`config.mk`:
```
export PLATFORM = sky130hd
export DESIGN_NAME = systolic_seq_ctrl
export DESIGN_NICKNAME = d
export VERILOG_FILES = /design/src/rtl/systolic_seq_ctrl.sv
export SDC_FILE = /design/constraint.sdc
export NUM_CORES = 1
export LEC_CHECK = 0
export ABC_AREA = 1
export BUFFER_PORTS_ARGS = -buffer_cell sky130_fd_sc_hd__buf_2
export CAP_MARGIN = 20
export CORE_UTILIZATION = 30
export DETAILED_ROUTE_END_ITERATION = 8
export MAX_ROUTING_LAYER = met4
export SLEW_MARGIN = 15
export SYNTH_ARGS = -nofsm -noshare
export SYNTH_HDL_FRONTEND = slang
export SYNTH_SLANG_ARGS = --single-unit
```
`constraint.sdc`:
```
create_clock -name clk -period 6.2 [get_ports clk]
set_input_delay 0.31 -clock clk [delete_from_list [all_inputs] [get_ports clk]]
set_output_delay 0.31 -clock clk [all_outputs]
set_load 0.02 [all_outputs]
```
`src/rtl/systolic_seq_ctrl.sv`:
```
// -----------------------------------------------------------------------------
// systolic_seq_ctrl
//
// Host-side sequencer for the systolic alignment array. It reads query (S) and
// reference (T) bases from two external base buffers with 1-cycle read
// latency. The query is split into N-base passes. For each pass the block runs
// the array's ack / s_update / valid protocol and then waits for the array's
// busy flag to rise and fall. On the final pass PE_end selects the PE that
// holds the last query base, so the array captures its traceback start there.
//
// Handshake with the array (single description for the whole block):
//   new_seq  : one cycle in INIT, first pass only, before any other traffic.
//   ack      : one cycle in ACK at the start of every pass. It is held high
//              again for every cycle in which valid is high.
//   s_update : high for exactly N consecutive cycles per pass, aligned with
//              s_data (one cycle after s_addr). S is 0 for padded addresses.
//   valid    : high for exactly t_len consecutive cycles per pass, aligned
//              with t_data. T is 0 whenever valid is low.
//   These four never overlap, except that ack and valid overlap in STREAM.
//   arr_busy : must rise within TIMEOUT cycles of the last valid cycle.
//              Otherwise err is set and the run finishes.
//
// Ports:
//   clk, reset_i         clock, synchronous active-high reset
//   start, s_len, t_len  run request; lengths are latched when start is accepted
//   s_addr / s_data      query buffer read port (data 1 cycle after address)
//   t_addr / t_data      reference buffer read port (data 1 cycle after address)
//   S, T, s_update, valid, ack, new_seq, PE_end   array control outputs
//   arr_busy             array busy input
//   pass_idx             current pass number
//   ctrl_busy            high in every state except IDLE
//   done                 1-cycle completion pulse, in the cycle after FINISH
//   err                  sticky timeout flag; cleared by the next accepted start
//   dbg_state            current FSM state, for debug and checkers
// -----------------------------------------------------------------------------
module systolic_seq_ctrl #(
    parameter int N             = 64,
    parameter int LOG_N         = 6,
    parameter int BP_WIDTH      = 2,
    parameter int ADDRESS_WIDTH = 11,
    parameter int PASS_WIDTH    = 5,
    parameter int TIMEOUT       = 16
) (
    input  logic                     clk,
    input  logic                     reset_i,
    input  logic                     start,
    input  logic [ADDRESS_WIDTH-1:0] s_len,
    input  logic [ADDRESS_WIDTH-1:0] t_len,
    output logic [ADDRESS_WIDTH-1:0] s_addr,
    input  logic [BP_WIDTH-1:0]      s_data,
    output logic [ADDRESS_WIDTH-1:0] t_addr,
    input  logic [BP_WIDTH-1:0]      t_data,
    output logic [BP_WIDTH-1:0]      S,
    output logic [BP_WIDTH-1:0]      T,
    output logic                     s_update,
    output logic                     valid,
    output logic                     ack,
    output logic                     new_seq,
    output logic [LOG_N-1:0]         PE_end,
    input  logic                     arr_busy,
    output logic [PASS_WIDTH-1:0]    pass_idx,
    output logic                     ctrl_busy,
    output logic                     done,
    output logic                     err,
    output logic [2:0]               dbg_state
);

    // FSM encoding
    localparam logic [2:0] IDLE    = 3'd0;
    localparam logic [2:0] INIT    = 3'd1;
    localparam logic [2:0] ACK     = 3'd2;
    localparam logic [2:0] LOAD    = 3'd3;
    localparam logic [2:0] STREAM  = 3'd4;
    localparam logic [2:0] WAIT_HI = 3'd5;
    localparam logic [2:0] WAIT_LO = 3'd6;
    localparam logic [2:0] FINISH  = 3'd7;

    // Width of the pass count: ceil((2^ADDRESS_WIDTH - 1) / N) needs one bit
    // more than the pass index once the sum is done at ADDRESS_WIDTH+1 bits.
    localparam int NPW = ADDRESS_WIDTH + 1 - LOG_N;
    localparam int TW  = (TIMEOUT > 2) ? $clog2(TIMEOUT) : 1;

    localparam logic [ADDRESS_WIDTH-1:0] N_A      = ADDRESS_WIDTH'(N);
    localparam logic [LOG_N-1:0]         PE_FULL  = LOG_N'(N - 1);
    // The counter starts at 0 in the first cycle after the last valid cycle.
    // Firing on TIMEOUT-2 makes err visible exactly TIMEOUT cycles after the
    // last valid cycle.
    localparam logic [TW-1:0]            TO_LAST  = TW'(TIMEOUT - 2);

    logic [2:0]               state;
    logic [ADDRESS_WIDTH-1:0] cnt;        // beat counter shared by LOAD and STREAM
    logic [TW-1:0]            to_cnt;     // WAIT_HI timeout counter
    logic [PASS_WIDTH-1:0]    pass_idx_q;
    logic [NPW-1:0]           npass_q;
    logic [ADDRESS_WIDTH-1:0] s_len_q;
    logic [ADDRESS_WIDTH-1:0] t_len_q;
    logic [LOG_N-1:0]         pe_end_q;
    logic                     s_upd_q;    // s_update, delayed to match s_data
    logic                     s_pad_q;    // current S beat lies past s_len
    logic                     valid_q;    // valid, delayed to match t_data
    logic                     done_q;
    logic                     err_q;

    // Combinational helpers
    logic [ADDRESS_WIDTH:0]   npass_sum;
    logic [NPW-1:0]           npass_calc;
    logic [ADDRESS_WIDTH-1:0] s_addr_calc;
    logic                     issue_s;
    logic                     issue_t;
    logic                     more_passes;
    logic                     next_is_last;
    logic [LOG_N-1:0]         last_pe;

    // npass = ceil(s_len / N). The sum is done one bit wider so that lengths
    // near 2^ADDRESS_WIDTH do not wrap.
    always_comb begin
        npass_sum  = {1'b0, s_len} + (ADDRESS_WIDTH + 1)'(N - 1);
        npass_calc = NPW'(npass_sum >> LOG_N);
    end

    // Query address = pass_idx*N + beat, truncated to the buffer width.
    always_comb begin
        s_addr_calc = ADDRESS_WIDTH'({pass_idx_q, {LOG_N{1'b0}}}) + cnt;
    end

    // LOAD issues addresses on beats 0..N-1. Beat N only lets the last
    // registered s_update drain. STREAM works the same way with t_len.
    always_comb begin
        issue_s = (state == LOAD)   && (cnt < N_A);
        issue_t = (state == STREAM) && (cnt < t_len_q);
    end

    // Pass bookkeeping. The pass index is widened to the pass-count width so
    // that pass_idx+2 cannot wrap.
    always_comb begin
        more_passes  = (NPW'(pass_idx_q) + NPW'(1)) <  npass_q;
        next_is_last = (NPW'(pass_idx_q) + NPW'(2)) >= npass_q;
        last_pe      = LOG_N'(s_len_q - ADDRESS_WIDTH'(1));
    end

    always_ff @(posedge clk) begin
        if (reset_i) begin
            state      <= IDLE;
            cnt        <= '0;
            to_cnt     <= '0;
            pass_idx_q <= '0;
            npass_q    <= '0;
            s_len_q    <= '0;
            t_len_q    <= '0;
            pe_end_q   <= PE_FULL;
            s_upd_q    <= 1'b0;
            s_pad_q    <= 1'b0;
            valid_q    <= 1'b0;
            done_q     <= 1'b0;
            err_q      <= 1'b0;
        end else begin
            // Address-phase strobes become data-phase strobes one cycle later.
            s_upd_q <= issue_s;
            s_pad_q <= issue_s && (s_addr_calc >= s_len_q);
            valid_q <= issue_t;
            done_q  <= (state == FINISH);

            case (state)
                IDLE: begin
                    if (start) begin
                        err_q      <= 1'b0;
                        pass_idx_q <= '0;
                        cnt        <= '0;
                        s_len_q    <= s_len;
                        t_len_q    <= t_len;
                        npass_q    <= npass_calc;
                        // An empty sequence completes without array traffic.
                        if ((s_len == '0) || (t_len == '0)) begin
                            state <= FINISH;
                        end else begin
                            state <= INIT;
                        end
                    end
                end

                INIT: begin
                    pe_end_q <= (npass_q == NPW'(1)) ? last_pe : PE_FULL;
                    state    <= ACK;
                end

                ACK: begin
                    cnt   <= '0;
                    state <= LOAD;
                end

                LOAD: begin
                    if (cnt == N_A) begin
                        cnt   <= '0;
                        state <= STREAM;
                    end else begin
                        cnt <= cnt + ADDRESS_WIDTH'(1);
                    end
                end

                STREAM: begin
                    if (cnt == t_len_q) begin
                        cnt    <= '0;
                        to_cnt <= '0;
                        state  <= WAIT_HI;
                    end else begin
                        cnt <= cnt + ADDRESS_WIDTH'(1);
                    end
                end

                WAIT_HI: begin
                    if (arr_busy) begin
                        state <= WAIT_LO;
                    end else if (to_cnt == TO_LAST) begin
                        err_q <= 1'b1;
                        state <= FINISH;
                    end else begin
                        to_cnt <= to_cnt + TW'(1);
                    end
                end

                WAIT_LO: begin
                    if (!arr_busy) begin
                        if (more_passes) begin
                            pass_idx_q <= pass_idx_q + PASS_WIDTH'(1);
                            pe_end_q   <= next_is_last ? last_pe : PE_FULL;
                            state      <= ACK;
                        end else begin
                            state <= FINISH;
                        end
                    end
                end

                FINISH: begin
                    state <= IDLE;
                end

                default: begin
                    state <= IDLE;
                end
            endcase
        end
    end

    // Output decode. Every term comes from a register. S and T gate the buffer
    // data with the delayed strobes, so they read 0 outside their windows.
    always_comb begin
        s_addr    = issue_s ? s_addr_calc : '0;
        t_addr    = issue_t ? cnt : '0;
        s_update  = s_upd_q;
        S         = (s_upd_q && !s_pad_q) ? s_data : '0;
        valid     = valid_q;
        T         = valid_q ? t_data : '0;
        ack       = (state == ACK) || valid_q;
        new_seq   = (state == INIT);
        PE_end    = pe_end_q;
        pass_idx  = pass_idx_q;
        ctrl_busy = (state != IDLE);
        done      = done_q;
        err       = err_q;
        dbg_state = state;
    end

endmodule

```
==> flow_summary_export.csv <==
group,metric,value,unit
power_and_ir_drop,power.share.sequential,26.9,%
route,wl_per_cell,13.0,um
timing,finalSetupTns,0,ns
placed_design,io_buffer_count,76,
route,drtAntennaViolNets,0,
critical_path,critPathLaunch,"cnt[8]$_SDFFE_PP0P_",
route,dr.pass1.iters,5,
synthesis,ys_ff_latch,62,
critical_path,crit_chain,"ha_1 -> a21oi_1 -> nor2_1 -> nor3b_1 -> nand4_1 -> nor2_1 -> buf_2",
synthesis,ys_top_cells_by_area,"dfxtp_1, ha_1, nand2_1",
placed_design,dp_hpwl,9270,um
final_layout,num-fill-cells,1520,
min_path,hp-class,"in2reg",
floorplan,core,13900,um^2
grt,grt_pass1_vias,3848,
final_layout,syn2layout_area_growth,19.8,%
timing,worst_pin_slew,0.556,ns
power_and_ir_drop,power_density,434,nW/um^2
cts,cts_made_buffers,9,
cts,clock_latency,0.33,ns
synthesis,syn-cell-area,4260,um^2
synthesis,synth_warnings,0,
timing,finalCriticalPeriod,2.75,ns
synthesis,ys_seq_area_share,29.1,%
grt,antenna_found_initial,0,
job,maxCapViolCount,0,
timing,finalSetupViolCount,0,
final_layout,n_antenna_cell,0,
power_and_ir_drop,p_clk_share,22.3,%
critical_path,r2r_end,"s_pad_q$_SDFF_PP0_",
critical_path,criticalPathCategory,"reg2out",
synthesis,syn_area_per_cell,6.68,um^2
critical_path,max_stage_delay,0.46,ns
critical_path,crit_path_top_delay_cell,"nand4_1",
power_and_ir_drop,intPower,1200,uW
route,drc,0,
cts,ctsRootBufferMaster,"clkbuf_16",
floorplan,die_area,14700,um^2
grt,grt_overflow,0,
floorplan,dieHeight,121,um
synthesis,dominantRegCellSynth,"dfxtp_1",
route,first_iter_violations,196,
placed_design,dp_slack,3.56,ns
grt,grt_pass1_wl,18900,um
final_layout,nets,789,
critical_path,path_max_fanout,12,
power_and_ir_drop,power_leakage,0.00252,uW
critical_path,reg2reg_from,"pass_idx[0]$_SDFFE_PP0P_",
cts,htree_num_levels,3,
grt,grt_max_degree,47,
critical_path,critPathCaptureType,"output port",
timing,maxSlewViolCount,0,
final_layout,final_common_cell,"nand2_1",
critical_path,crit_required,5.89,ns
critical_path,worstPathArrival,2.44,ns
critical_path,cp_common_cell,"nor2_1",
cts,cts_tree,"yes",
timing,period_share,44.4,%
route,wl,11700,um
cts,cts_hold_buf,0,
power_and_ir_drop,p_comb_share,50.8,%
floorplan,pin_count,77,
timing,max_freq,0.363,GHz
critical_path,start_kind,"flop",
synthesis,yosys.cell_types.count,37,
floorplan,initial_utilization,30.7,%
timing,rsz0062_at_grt,"false",
grt,grt.total_usage,17.3,%
min_path,whs_path_depth,3,
route,via_per_inst,4.62,
floorplan,rows,43,
critical_path,reg2reg_depth,14,
status,status,"complete, no violations",
power_and_ir_drop,peakVddDrop,159,uV
synthesis,synth_async_sr_flop_share,0,%
cts,cts.path.max_buffers,2,
min_path,hold_path.startpoint,"t_len[0]",
critical_path,rrSetupSlack,3.54,ns
timing,maxSlewHeadroom,62.8,%
min_path,whs_endpoint,"t_len_q[0]$_SDFFE_PP0P_",
final_layout,final_cell_mix,"nand2_1, nor2_1, inv_1",
cts,cts_sinks,62,
synthesis,synth_top_area_share,29.1,%
floorplan,dieWidth,121,um
synthesis,synth_edf_count,0,
synthesis,synth_top_area_cell,"dfxtp_1",
power_and_ir_drop,switching_share,45.7,%
final_layout,drive_gt1_share,16.2,%
cts,cts_setup_buffers,0,
timing,final-hold-violation-count,0,
synthesis,synthesis.nets,714,
route,vias,4140,
timing,fin_ws,3.45,ns
synthesis,netlist_instances,638,
placed_design,place.gp.congestion,0.867,
timing,fin_skew,0.00445,ns
cts,ctsResizeCount,0,
cts,clk_pin_slew_worst_paths,0.05,ns
power_and_ir_drop,switchingPower,1010,uW
-- through the flow --
| stage | power, uW | utilization [%] | instances | hold WS [ns] | area [um^2] |
|---|---|---|---|---|---|
| finish | 2210 | 36.8 | 897 | 0.218 | 5110 |
| CTS | 2240 | 36.8 | 897 | 0.213 | 5110 |
| global placement | 1730 | 34.7 | 882 | 0.453 | 4820 |
| global route | 2420 | 36.8 | 897 | 0.232 | 5110 |
| floorplan | 1450 | - | 638 | 0.433 | 4260 |
| detailed placement | 1730 | 34.7 | 882 | 0.460 | 4820 |
-- state kept, by name, summed over array words and instances (netlist names), 3 cells and up --
register   count
t_len_q       11
pass_idx       5
to_cnt         4
npass_q        6
cnt           11
dbg_state      3
s_len_q       11
PE_end         6
-- routing by layer --
layer	track usage (%)	vias up	share of wire [%]
met5	-	-	0
li1	-	2221	-
met1	21.3	1826	46
met2	27.3	73	47
met3	4.51	20	4.4
met4	6.25	0	2.4
-- critical path: cells and delay by family, from the launching register on --
kind | cells | cell delay [ns]
buffers and inverters | 1 | 0.21
and+or+nand+nor | 4 | 1.01
adders and majority gates | 1 | 0.30
DFF | 1 | 0.44
AOI/OAI and AO/OA | 1 | 0.15
-- cell families (layout without fill, tap and decap cells) --
family	count (synthesis)	after routing	synth area share [%]
AOI/OAI and AO/OA	97	97	12.2
xor gates and xnor gates	15	15	3.08
adders and majority gates	46	46	13.7
buffers and inverters	107	186	9.69
DFF	62	62	29.1
and+or+nand+nor	311	311	32.3
-- cell usage after synthesis, types with 2 or more instances --
library cell	n
nor3_2	2
nand2_1	123
ha_1	45
xnor2_1	3
xor2_1	12
nor3_1	18
buf_2	7
nor2_4	3
inv_2	3
nand3_2	3
o21bai_1	2
nor3b_1	3
a21o_1	2
nand4_1	8
dfxtp_1	62
inv_1	89
nand2_2	7
clkbuf_1	6
nor2_1	97
a21oi_1	49
nand3_1	41
o21ai_0	38
-- worst max path at each step --
stage               cells after the start  slack (ns)                  to
detailed placement                     14        3.56  s_pad_q$_SDFF_PP0_
floorplan                              14        3.66  s_pad_q$_SDFF_PP0_
global placement                       14        3.63  s_pad_q$_SDFF_PP0_
CTS                                     7        3.42           t_addr[7]
finish                                  7        3.45           t_addr[7]
global route                           15        3.22  s_pad_q$_SDFF_PP0_
-- power groups by stage --
stage,clock (uW),sequential (uW),combinational [uW]
6_report,494,596,1120
4_1_cts,509,598,1130
2_1_floorplan,0,631,815
5_1_grt,524,612,1290
3_5_place_dp,0,606,1130
3_3_place_gp,0,602,1130
-- cell type report --
type / instances / area [um^2] / area share [%]
inverter: 94 / 355 / 6.96
tap: 180 / 225 / 4.41
sequential: 62 / 1240 / 24.3
clock buffer: 10 / 239 / 4.68
multi-input combinational: 469 / 2610 / 51.1
timing repair buffer: 77 / 388 / 7.60
clock inverter: 5 / 50.0 / 0.980
Power figures use the tool's default switching activity.
